[src/rtl/anillo_multiplexor.sv]
// Time-multiplexed digit scanner: rotates over the unmasked digits, blanks the anodes
// at the start of each slot and drives one active-low anode. Optional dimming: ANILLO_MULTIPLEXOR_DIM_EN.
module anillo_multiplexor #(
    parameter int N_DIG = 4,
    parameter int SEL_W = 2,
    parameter int SLOT  = 1000,
    parameter int DEAD  = 8
) (
    input  logic             i_Clk,
    input  logic             i_Reset,
    input  logic             i_Enable,
    input  logic [N_DIG-1:0] i_DigMask,
`ifdef ANILLO_MULTIPLEXOR_DIM_EN
    input  logic [3:0]       i_Brillo,
`endif
    output logic [SEL_W-1:0] o_Sel,
    output logic [N_DIG-1:0] o_Anodos,
    output logic             o_Tick
);

    localparam int               CNT_W    = (SLOT > 2) ? $clog2(SLOT) : 1;
    localparam logic [CNT_W-1:0] CNT_LAST = CNT_W'(SLOT - 1);
    localparam logic [CNT_W-1:0] CNT_DEAD = CNT_W'(DEAD);

    generate
        if ((N_DIG < 2) || (N_DIG > 8) || ((1 << SEL_W) < N_DIG) ||
            (DEAD < 1) || (SLOT < DEAD + 2)) begin : g_param_check
            $error("anillo_multiplexor: illegal parameter combination");
        end
    endgenerate

    typedef enum logic [1:0] {
        ST_OFF  = 2'd0,
        ST_DEAD = 2'd1,
        ST_ON   = 2'd2
    } state_t;

    state_t             state_q, state_d;
    logic [CNT_W-1:0]   cnt_q, cnt_d;
    logic [SEL_W-1:0]   sel_q, sel_d;
    logic [N_DIG-1:0]   anodos_q, anodos_d;
    logic               tick_q, tick_d;

    logic               next_found;
    logic [SEL_W-1:0]   next_sel;
    logic [SEL_W-1:0]   cand;
    logic               drive_on;

    // Nearest enabled digit strictly after sel_q, wrapping; offset N_DIG lands back on
    // sel_q itself so a lone enabled digit is still found. Scanning from the far end
    // lets the closest hit overwrite the others.
    always_comb begin
        next_found = 1'b0;
        next_sel   = sel_q;
        cand       = '0;
        for (int k = N_DIG; k >= 1; k--) begin
            cand = SEL_W'((int'(sel_q) + k) % N_DIG);
            if (i_DigMask[cand]) begin
                next_found = 1'b1;
                next_sel   = cand;
            end
        end
    end

`ifdef ANILLO_MULTIPLEXOR_DIM_EN
    logic [3:0] pwm_q, pwm_d;

    always_comb begin
        pwm_d = pwm_q + 4'd1;
    end

    always_ff @(posedge i_Clk or negedge i_Reset) begin
        if (!i_Reset) begin
            pwm_q <= 4'd0;
        end else begin
            pwm_q <= pwm_d;
        end
    end

    // Compared against the value the counter will hold while this drive is visible.
    assign drive_on = (pwm_d < i_Brillo);
`else
    assign drive_on = 1'b1;
`endif

    // NOTE: every signal gets a default before any branch, so no path leaves one
    // unassigned and no latch is inferred.
    always_comb begin
        state_d  = state_q;
        cnt_d    = cnt_q;
        sel_d    = sel_q;
        tick_d   = 1'b0;
        anodos_d = '1;

        if (!i_Enable) begin
            state_d = ST_OFF;
            cnt_d   = '0;
        end else begin
            if (state_q == ST_OFF) begin
                cnt_d = '0;
            end else if (cnt_q == CNT_LAST) begin
                cnt_d = '0;
                if (next_found) begin
                    sel_d  = next_sel;
                    tick_d = 1'b1;
                end
            end else begin
                cnt_d = cnt_q + CNT_W'(1);
            end
            state_d = (cnt_d < CNT_DEAD) ? ST_DEAD : ST_ON;
        end

        // Outputs are decoded from next-state values so the registered anodes line
        // up with the state and counter they belong to.
        if ((state_d == ST_ON) && i_DigMask[sel_d]) begin
            anodos_d[sel_d] = ~drive_on;
        end
    end

    // NOTE: sequential state uses non-blocking assignments so every flop samples
    // the pre-edge values regardless of statement order.
    always_ff @(posedge i_Clk or negedge i_Reset) begin
        if (!i_Reset) begin
            state_q  <= ST_OFF;
            cnt_q    <= '0;
            sel_q    <= '0;
            anodos_q <= '1;
            tick_q   <= 1'b0;
        end else begin
            state_q  <= state_d;
            cnt_q    <= cnt_d;
            sel_q    <= sel_d;
            anodos_q <= anodos_d;
            tick_q   <= tick_d;
        end
    end

    assign o_Sel    = sel_q;
    assign o_Anodos = anodos_q;
    assign o_Tick   = tick_q;

endmodule
[config.mk]
export PLATFORM = sky130hd
export DESIGN_NAME = anillo_multiplexor
export DESIGN_NICKNAME = d
export VERILOG_FILES = /design/src/rtl/anillo_multiplexor.sv
export SDC_FILE = /design/constraint.sdc
export NUM_CORES = 1
export LEC_CHECK = 0
export CORE_MARGIN = 4
export CORE_UTILIZATION = 43
export CTS_CLUSTER_DIAMETER = 30
export DETAILED_ROUTE_END_ITERATION = 16
export PLACE_DENSITY = 0.63
export SYNTH_ARGS = -nofsm -noshare
export SYNTH_HDL_FRONTEND = slang
export SYNTH_SLANG_ARGS = --single-unit
[constraint.sdc]
create_clock -name i_Clk -period 6.15 [get_ports i_Clk]
set_input_delay 0.9225 -clock i_Clk [delete_from_list [all_inputs] [get_ports i_Clk]]
set_output_delay 0.9225 -clock i_Clk [all_outputs]
set_load 0.1 [all_outputs]
==> flow_summary_export.csv, run 1 <==
group,metric,value,unit
global_route,grt.overflow.total,0,
setup_path,r2r_slack,3.86,ns
logic_synthesis,netlist_area,1080,sq um
logic_synthesis,syn_avg_cell_area,9.73,sq um
timing,layout_min_cycle_time,2.94,ns
layout,n_antenna_cell,0,
placement,gp_congestion,0.871,
clock_network,clk_pin_slew_worst_paths,0.10,ns
clock_network,cts_tree,"yes",
setup_path,max_stage_delay,1.20,ns
die,rows,17,
timing,tightest_slew,0.965,ns
global_route,first_global_vias,861,
routing,drtIter0Drc,30,
clock_network,cts_buffers,3,
layout,nets,133,
setup_path,critical_path_class,"reg -> out",
logic_synthesis,synth_area_leaders,"dfrtp_1 35%, dfstp_2 9.7%, nor2_1 5.6%",
die,dieArea,3380,sq um
clock_network,clk_path_buf_depth,2,
setup_path,r2r_cells,7,
setup_path,cpMaxStageDelayCell,"clkdlybuf4s50_1",
placement,hpwl,1600,um
global_route,grt_first_pass_wirelength,3890,um
setup_path,critPathRequiredTime,5.23,ns
run_status,status,"finished, final reports clean",
logic_synthesis,synth_warnings,0,
logic_synthesis,ys_seq_area_share,44.5,%
setup_path,cp-end-kind,"output pin",
clock_network,post_cts_buffers,0,
logic_synthesis,synth_top_area_cell,"dfrtp_1",
timing,finalCritPeriodShare,47.8,%
layout,layout-drive-gt1-share,13.7,%
routing,wl,2190,um
power_and_ir_drop,power.density,165,nW/um^2
logic_synthesis,syn_inst,111,
setup_path,cp-start-kind,"flip-flop",
logic_synthesis,synthFlopType,"dfrtp_1",
power_and_ir_drop,ir_worst_vdd,106,uV
die,die_x,58.1,um
die,initial_utilization,47.0,%
layout,final_cell_mix,"16 x nor2_1, 15 x dfrtp_1, 13 x clkdlybuf4s50_1, 7 x o21ai_0, 6 x nand3_1",
logic_synthesis,synth_cell_type_count,42,
timing,rsz0062_at_grt,"no",
routing,drc_errors,0,
placement,port_buffers,13,
flow_run,cap_viol_max_count,0,
global_route,grtUsageTotal,14.7,%
die,ioPinCount,14,
clock_network,clkSinkCount,19,
worst_hold_path,hold_end,"cnt_q[0]",
timing,fmax,340,MHz
clock_network,cts-root-buf,"clkbuf_4",
clock_network,h-tree-depth,1,
setup_path,r2r-start,"cnt_q[0]",
global_route,grt_max_degree,20,
global_route,grt_antenna_before_repair,0,
layout,final_common_cell,"nor2_1",
setup_path,path_cells,"clkdlybuf4s50_1",
routing,postRouteAntennaNets,0,
layout,nFillCells,212,
setup_path,cp.arrival,2.02,ns
logic_synthesis,synth-edff-count,0,
timing,holdWs,0.529,ns
routing,wl_per_cell,14.4,um
clock_network,clk_latency,0.29,ns
timing,slew_headroom,35.4,%
timing,setup-violations-final,0,
logic_synthesis,synth_top_area_share,34.8,%
routing,drt_pass1_iterations,5,
timing,hold_viol,0,
logic_synthesis,ys_ff_latch,19,
clock_network,post_cts_resized,0,
die,core_area,2300,sq um
worst_hold_path,min_path_cells,1,
worst_hold_path,hp-class,"reg -> reg",
setup_path,cp_top_family,"buffers and inverters",
routing,vias_per_cell,5.87,
logic_synthesis,async_reset_ff_share,100,%
clock_network,ctsHoldBuffers,0,
power_and_ir_drop,leakage,0.466,nW
setup_path,r2r_end,"o_Anodos[3]",
setup_path,cp_max_fo,10,
timing,drv_slew,0,
timing,setup_tns,0,ns
worst_hold_path,holdCritStartpoint,"cnt_q[0]",
setup_path,path_buf_inv,1,
layout,synthToLayoutAreaGrowth,14.3,%
logic_synthesis,synth_nets,119,
timing,clock_skew,0.00118,ns
die,dieHeight,58.1,um
routing,vias,892,
==> worst max-delay path by stage <==
stage                   from           to  slack (ns)  cells past startpoint
floorplan           i_Enable  o_Anodos[1]        3.78                      6
finish              o_Sel[0]     o_Sel[0]        3.21                      1
CTS                 o_Sel[0]     o_Sel[0]        3.21                      1
detailed placement  i_Enable  o_Anodos[3]        3.09                      7
global route        o_Sel[0]     o_Sel[0]        3.15                      1
global placement    i_Enable  o_Anodos[3]        3.12                      7
==> cell type report <==
class                           count  area, sq um  share of cell area (%)
Tap cell                           28         35.0                    2.84
Clock buffer                        4         26.3                    2.13
Sequential cell                    19          480                    38.9
Inverter                            5         20.0                    1.62
Timing Repair Buffer               13          130                    10.5
Multi-Input combinational cell     83          542                    43.9
==> cell usage after synthesis (2+ instances only) <==
cell and number:
o21ai_0 7, nand4_1 5, xnor2_1 5, inv_1 3, xor2_1 3, buf_4 2
dfstp_2 4, a211o_1 3, nand2_1 4, nand3_1 6, o32ai_1 2, a21oi_1 2
or2_2 2, nor3_1 3, dfrtp_1 15, nor2_1 16, buf_6 2, nor4_1 2
o22ai_1 2
==> worst register-to-register path, delay by kind of cell, from the launching register on <==
kind | cells | cell delay, ns
XOR/XNOR | 1 | 0.28
adder cells (fa/ha/maj) | 1 | 0.35
buffers and inverters | 1 | 0.12
flip-flops | 1 | 0.43
AND/OR/NAND/NOR | 4 | 1.06
==> power by group <==
group | internal [mW] | leakage (nW) | switching, mW | total, mW
registers | 0.126 | 0.248 | 0.00101 | 0.127
logic | 0.00634 | 0.203 | 0.00815 | 0.0145
clock network | 0.0252 | 0.0150 | 0.0369 | 0.0621
==> flip-flops by register name, indices dropped and copies added, names as in the netlist <==
| signal | cells |
|---|---|
| cnt_q | 10 |
| o_Anodos | 4 |
| o_Sel | 2 |
| state_q | 2 |
| o_Tick | 1 |
==> cells by family (layout without fill, tap and decap cells) <==
| kind of cell | count (synthesis) | count (layout) | synth area share, % |
|---|---|---|---|
| XOR/XNOR | 8 | 8 | 6.49 |
| flip-flops | 19 | 19 | 44.5 |
| AO/OA/AOI/OAI | 25 | 25 | 17.2 |
| buffers and inverters | 9 | 22 | 5.33 |
| AND/OR/NAND/NOR | 49 | 49 | 25.4 |
| adder cells (fa/ha/maj) | 1 | 1 | 1.16 |
==> layer usage <==
layer	global-route usage [%]	up-vias	wire length (um)
met4	4.97	0	14
met3	2.67	2	111
met1	20.9	426	1100
met5	0	-	0
li1	-	436	-
met2	22.4	28	967
==> stage by stage <==
| stage | power, mW | cells | cell area (sq um) | setup slack [ns] | util [%] |
|---|---|---|---|---|---|
| 2_1_floorplan | 0.135 | 111 | 1080 | 3.78 | - |
| 3_3_place_gp | 0.144 | 148 | 1210 | 3.12 | 52.6 |
| 3_5_place_dp | 0.144 | 148 | 1210 | 3.09 | 52.6 |
| 4_1_cts | 0.207 | 152 | 1230 | 3.21 | 53.7 |
| 5_1_grt | 0.215 | 152 | 1230 | 3.15 | 53.7 |
| 6_report | 0.204 | 152 | 1230 | 3.21 | 53.7 |
Power figures use the tool's default switching activity.
==> run 2: changes to the inputs <==
--- a/config.mk
+++ b/config.mk
@@ -9,7 +9,7 @@
 export CORE_UTILIZATION = 43
 export CTS_CLUSTER_DIAMETER = 30
 export DETAILED_ROUTE_END_ITERATION = 16
-export PLACE_DENSITY = 0.63
+export PLACE_DENSITY = 0.65
 export SYNTH_ARGS = -nofsm -noshare
 export SYNTH_HDL_FRONTEND = slang
 export SYNTH_SLANG_ARGS = --single-unit
==> constraint.sdc (replaced) <==
create_clock -name i_Clk -period 2.6 [get_ports i_Clk]
set_input_delay 0.39 -clock i_Clk [delete_from_list [all_inputs] [get_ports i_Clk]]
set_output_delay 0.39 -clock i_Clk [all_outputs]
set_load 0.1 [all_outputs]
==> run 2 against run 1 <==
Net effect:
- combinational power up 150%
- design area down 0.20%
- sequential power up 140%
- utilization fell by 0.11 points
- die area unchanged
- clock power grew 140%
- final cell count up 1.3%
- first-iteration DRC count is 37% lower
- sequential cell count stayed put
- register-to-register slack worse by 3.6 ns
- count of clock-buffer cells in the layout unchanged
- sequential share of layout area is 0.079 points higher
- critical path type is now reg -> reg
- largest cell class unchanged
- highest routed layer unchanged
==> flow_summary_export.csv, run 2 (synthesized netlist as in run 1, its figures left out) <==
group,metric,value,unit
setup_path,cp-end-kind,"flip-flop",
setup_path,critPathRequiredTime,2.83,ns
placement,gp_congestion,0.871,
clock_network,clk_latency,0.29,ns
worst_hold_path,min_path_cells,1,
placement,hpwl,1730,um
routing,wl_per_cell,15.4,um
run_status,status,"finished, final reports clean",
die,die_x,58.1,um
global_route,grt_max_degree,20,
power_and_ir_drop,power.density,394,nW/um^2
timing,setup-violations-final,0,
global_route,grtUsageTotal,15.0,%
routing,drc_errors,0,
setup_path,cp.arrival,2.53,ns
power_and_ir_drop,comb_power_share,7.4,%
setup_path,cp_max_fo,7,
clock_network,cts_buffers,3,
clock_network,clk_pin_slew_worst_paths,0.11,ns
timing,setup_tns,0,ns
flow_run,cap_viol_max_count,0,
layout,final_core_util,53.6,%
clock_network,clkSinkCount,19,
timing,clock_skew,0.00924,ns
setup_path,r2r_cells,7,
die,initial_utilization,47.0,%
timing,slew_headroom,44.6,%
layout,layout-drive-gt1-share,20.6,%
die,dieHeight,58.1,um
clock_network,ctsHoldBuffers,0,
worst_hold_path,hp-class,"reg -> reg",
layout,final_common_cell,"nor2_1",
layout,max_flop_register,"cnt_q",
power_and_ir_drop,p_int,0.374,mW
global_route,grt.overflow.total,0,
power_and_ir_drop,p_clk_share,30.8,%
clock_network,h-tree-depth,1,
layout,nets,135,
routing,wl,2370,um
global_route,grt_antenna_before_repair,0,
worst_hold_path,holdCritStartpoint,"cnt_q[0]",
die,dieArea,3380,sq um
setup_path,path_cells,"ha_1 > nand3_1 > or4_4 > nand4bb_1 > xor2_1 > clkinv_2 > nand4_1",
layout,final_cell_mix,"16 x nor2_1, 15 x dfrtp_1, 9 x buf_4, 7 x o21ai_0",
timing,drv_slew,0,
clock_network,clk_path_buf_depth,2,
setup_path,critical_path_class,"reg -> reg",
power_and_ir_drop,leakage,0.480,nW
power_and_ir_drop,p_sw_share,23.0,%
routing,postRouteAntennaNets,0,
timing,tightest_slew,0.829,ns
setup_path,cpMaxStageDelayCell,"or4_4",
clock_network,cts_tree,"yes",
global_route,grt_first_pass_wirelength,3880,um
routing,vias_per_cell,6.01,
timing,finalCritPeriodShare,88.7,%
routing,drtIter0Drc,19,
timing,hold_viol,0,
power_and_ir_drop,switching_power,0.112,mW
power_and_ir_drop,ir_worst_vdd,220,uV
setup_path,cp-startpoint,"cnt_q[0]",
die,core_area,2300,sq um
timing,layout_min_cycle_time,2.31,ns
die,rows,17,
layout,n_antenna_cell,0,
routing,vias,925,
layout,nFillCells,225,
layout,synthToLayoutAreaGrowth,14.0,%
clock_network,post_cts_buffers,0,
global_route,first_global_vias,851,
power_and_ir_drop,seqPwrFrac,61.9,%
setup_path,r2r-start,"cnt_q[0]",
timing,fmax,434,MHz
clock_network,post_cts_resized,0,
routing,drt_pass1_iterations,4,
clock_network,cts-root-buf,"clkbuf_4",
layout,largest_reg_flops,10,
placement,port_buffers,13,
timing,rsz0062_at_grt,"no",
die,ioPinCount,14,
setup_path,max_stage_delay,0.55,ns
setup_path,cp-start-kind,"flip-flop",
## run 2: changes by cell type in the layout (fill, tap and decap cells not counted), sizes merged
cell,change
buf,+9
clkdlybuf4s50,-7
## run 2: power groups by stage
stage                     logic [mW]  registers, mW  clock network (mW)
final                         0.0358          0.300               0.149
after global routing          0.0396          0.301               0.167
after CTS                     0.0362          0.300               0.156
after detailed placement      0.0361          0.306                   0
after global placement        0.0353          0.306                   0
after floorplan               0.0131          0.305                   0
## run 2: worst paths after layout
path / slack, ns / endpoint
max in group asynchronous: 1.52 / state_q[0]
min reg2reg: 0.54 / cnt_q[0]
max: 0.29 / o_Anodos[3]
min: 0.54 / cnt_q[0]
min in group asynchronous: 0.56 / cnt_q[3]
max reg2reg: 0.29 / o_Anodos[3]
## run 2: final cells by class
class	instances	area (sq um)	area share, %
Inverter	5	20.0	1.63
Clock buffer	4	26.3	2.13
Sequential cell	19	480	39.0
Multi-Input combinational cell	83	542	44.0
Tap cell	28	35.0	2.85
Timing Repair Buffer	15	128	10.4
## run 2: worst max-delay path: cells and delay by family, from the launching register on
kind                       cells  cell delay, ns
DFF                            1            0.44
xor gates and xnor gates       1            0.28
adders and majority gates      1            0.35
and+or+nand+nor                4            1.06
buffers and inverters          1            0.12
## run 2: stage by stage
stage,setup slack (ns),instances,total power [mW],hold WS [ns],cell area [sq um]
finish,0.295,154,0.485,0.542,1230
global route,0.0918,154,0.508,0.567,1230
CTS,0.304,154,0.493,0.540,1230
floorplan,0.434,111,0.318,0.0944,1080
global placement,0.317,150,0.341,0.522,1200
detailed placement,0.243,150,0.342,0.523,1200
## run 2: layer usage
layer,up-vias,track usage [%],share of wire (%)
met5,-,0,0
met4,0,6.62,0.59
met3,2,2.00,5.6
met2,32,24.7,48
met1,453,19.5,46
li1,438,-,-
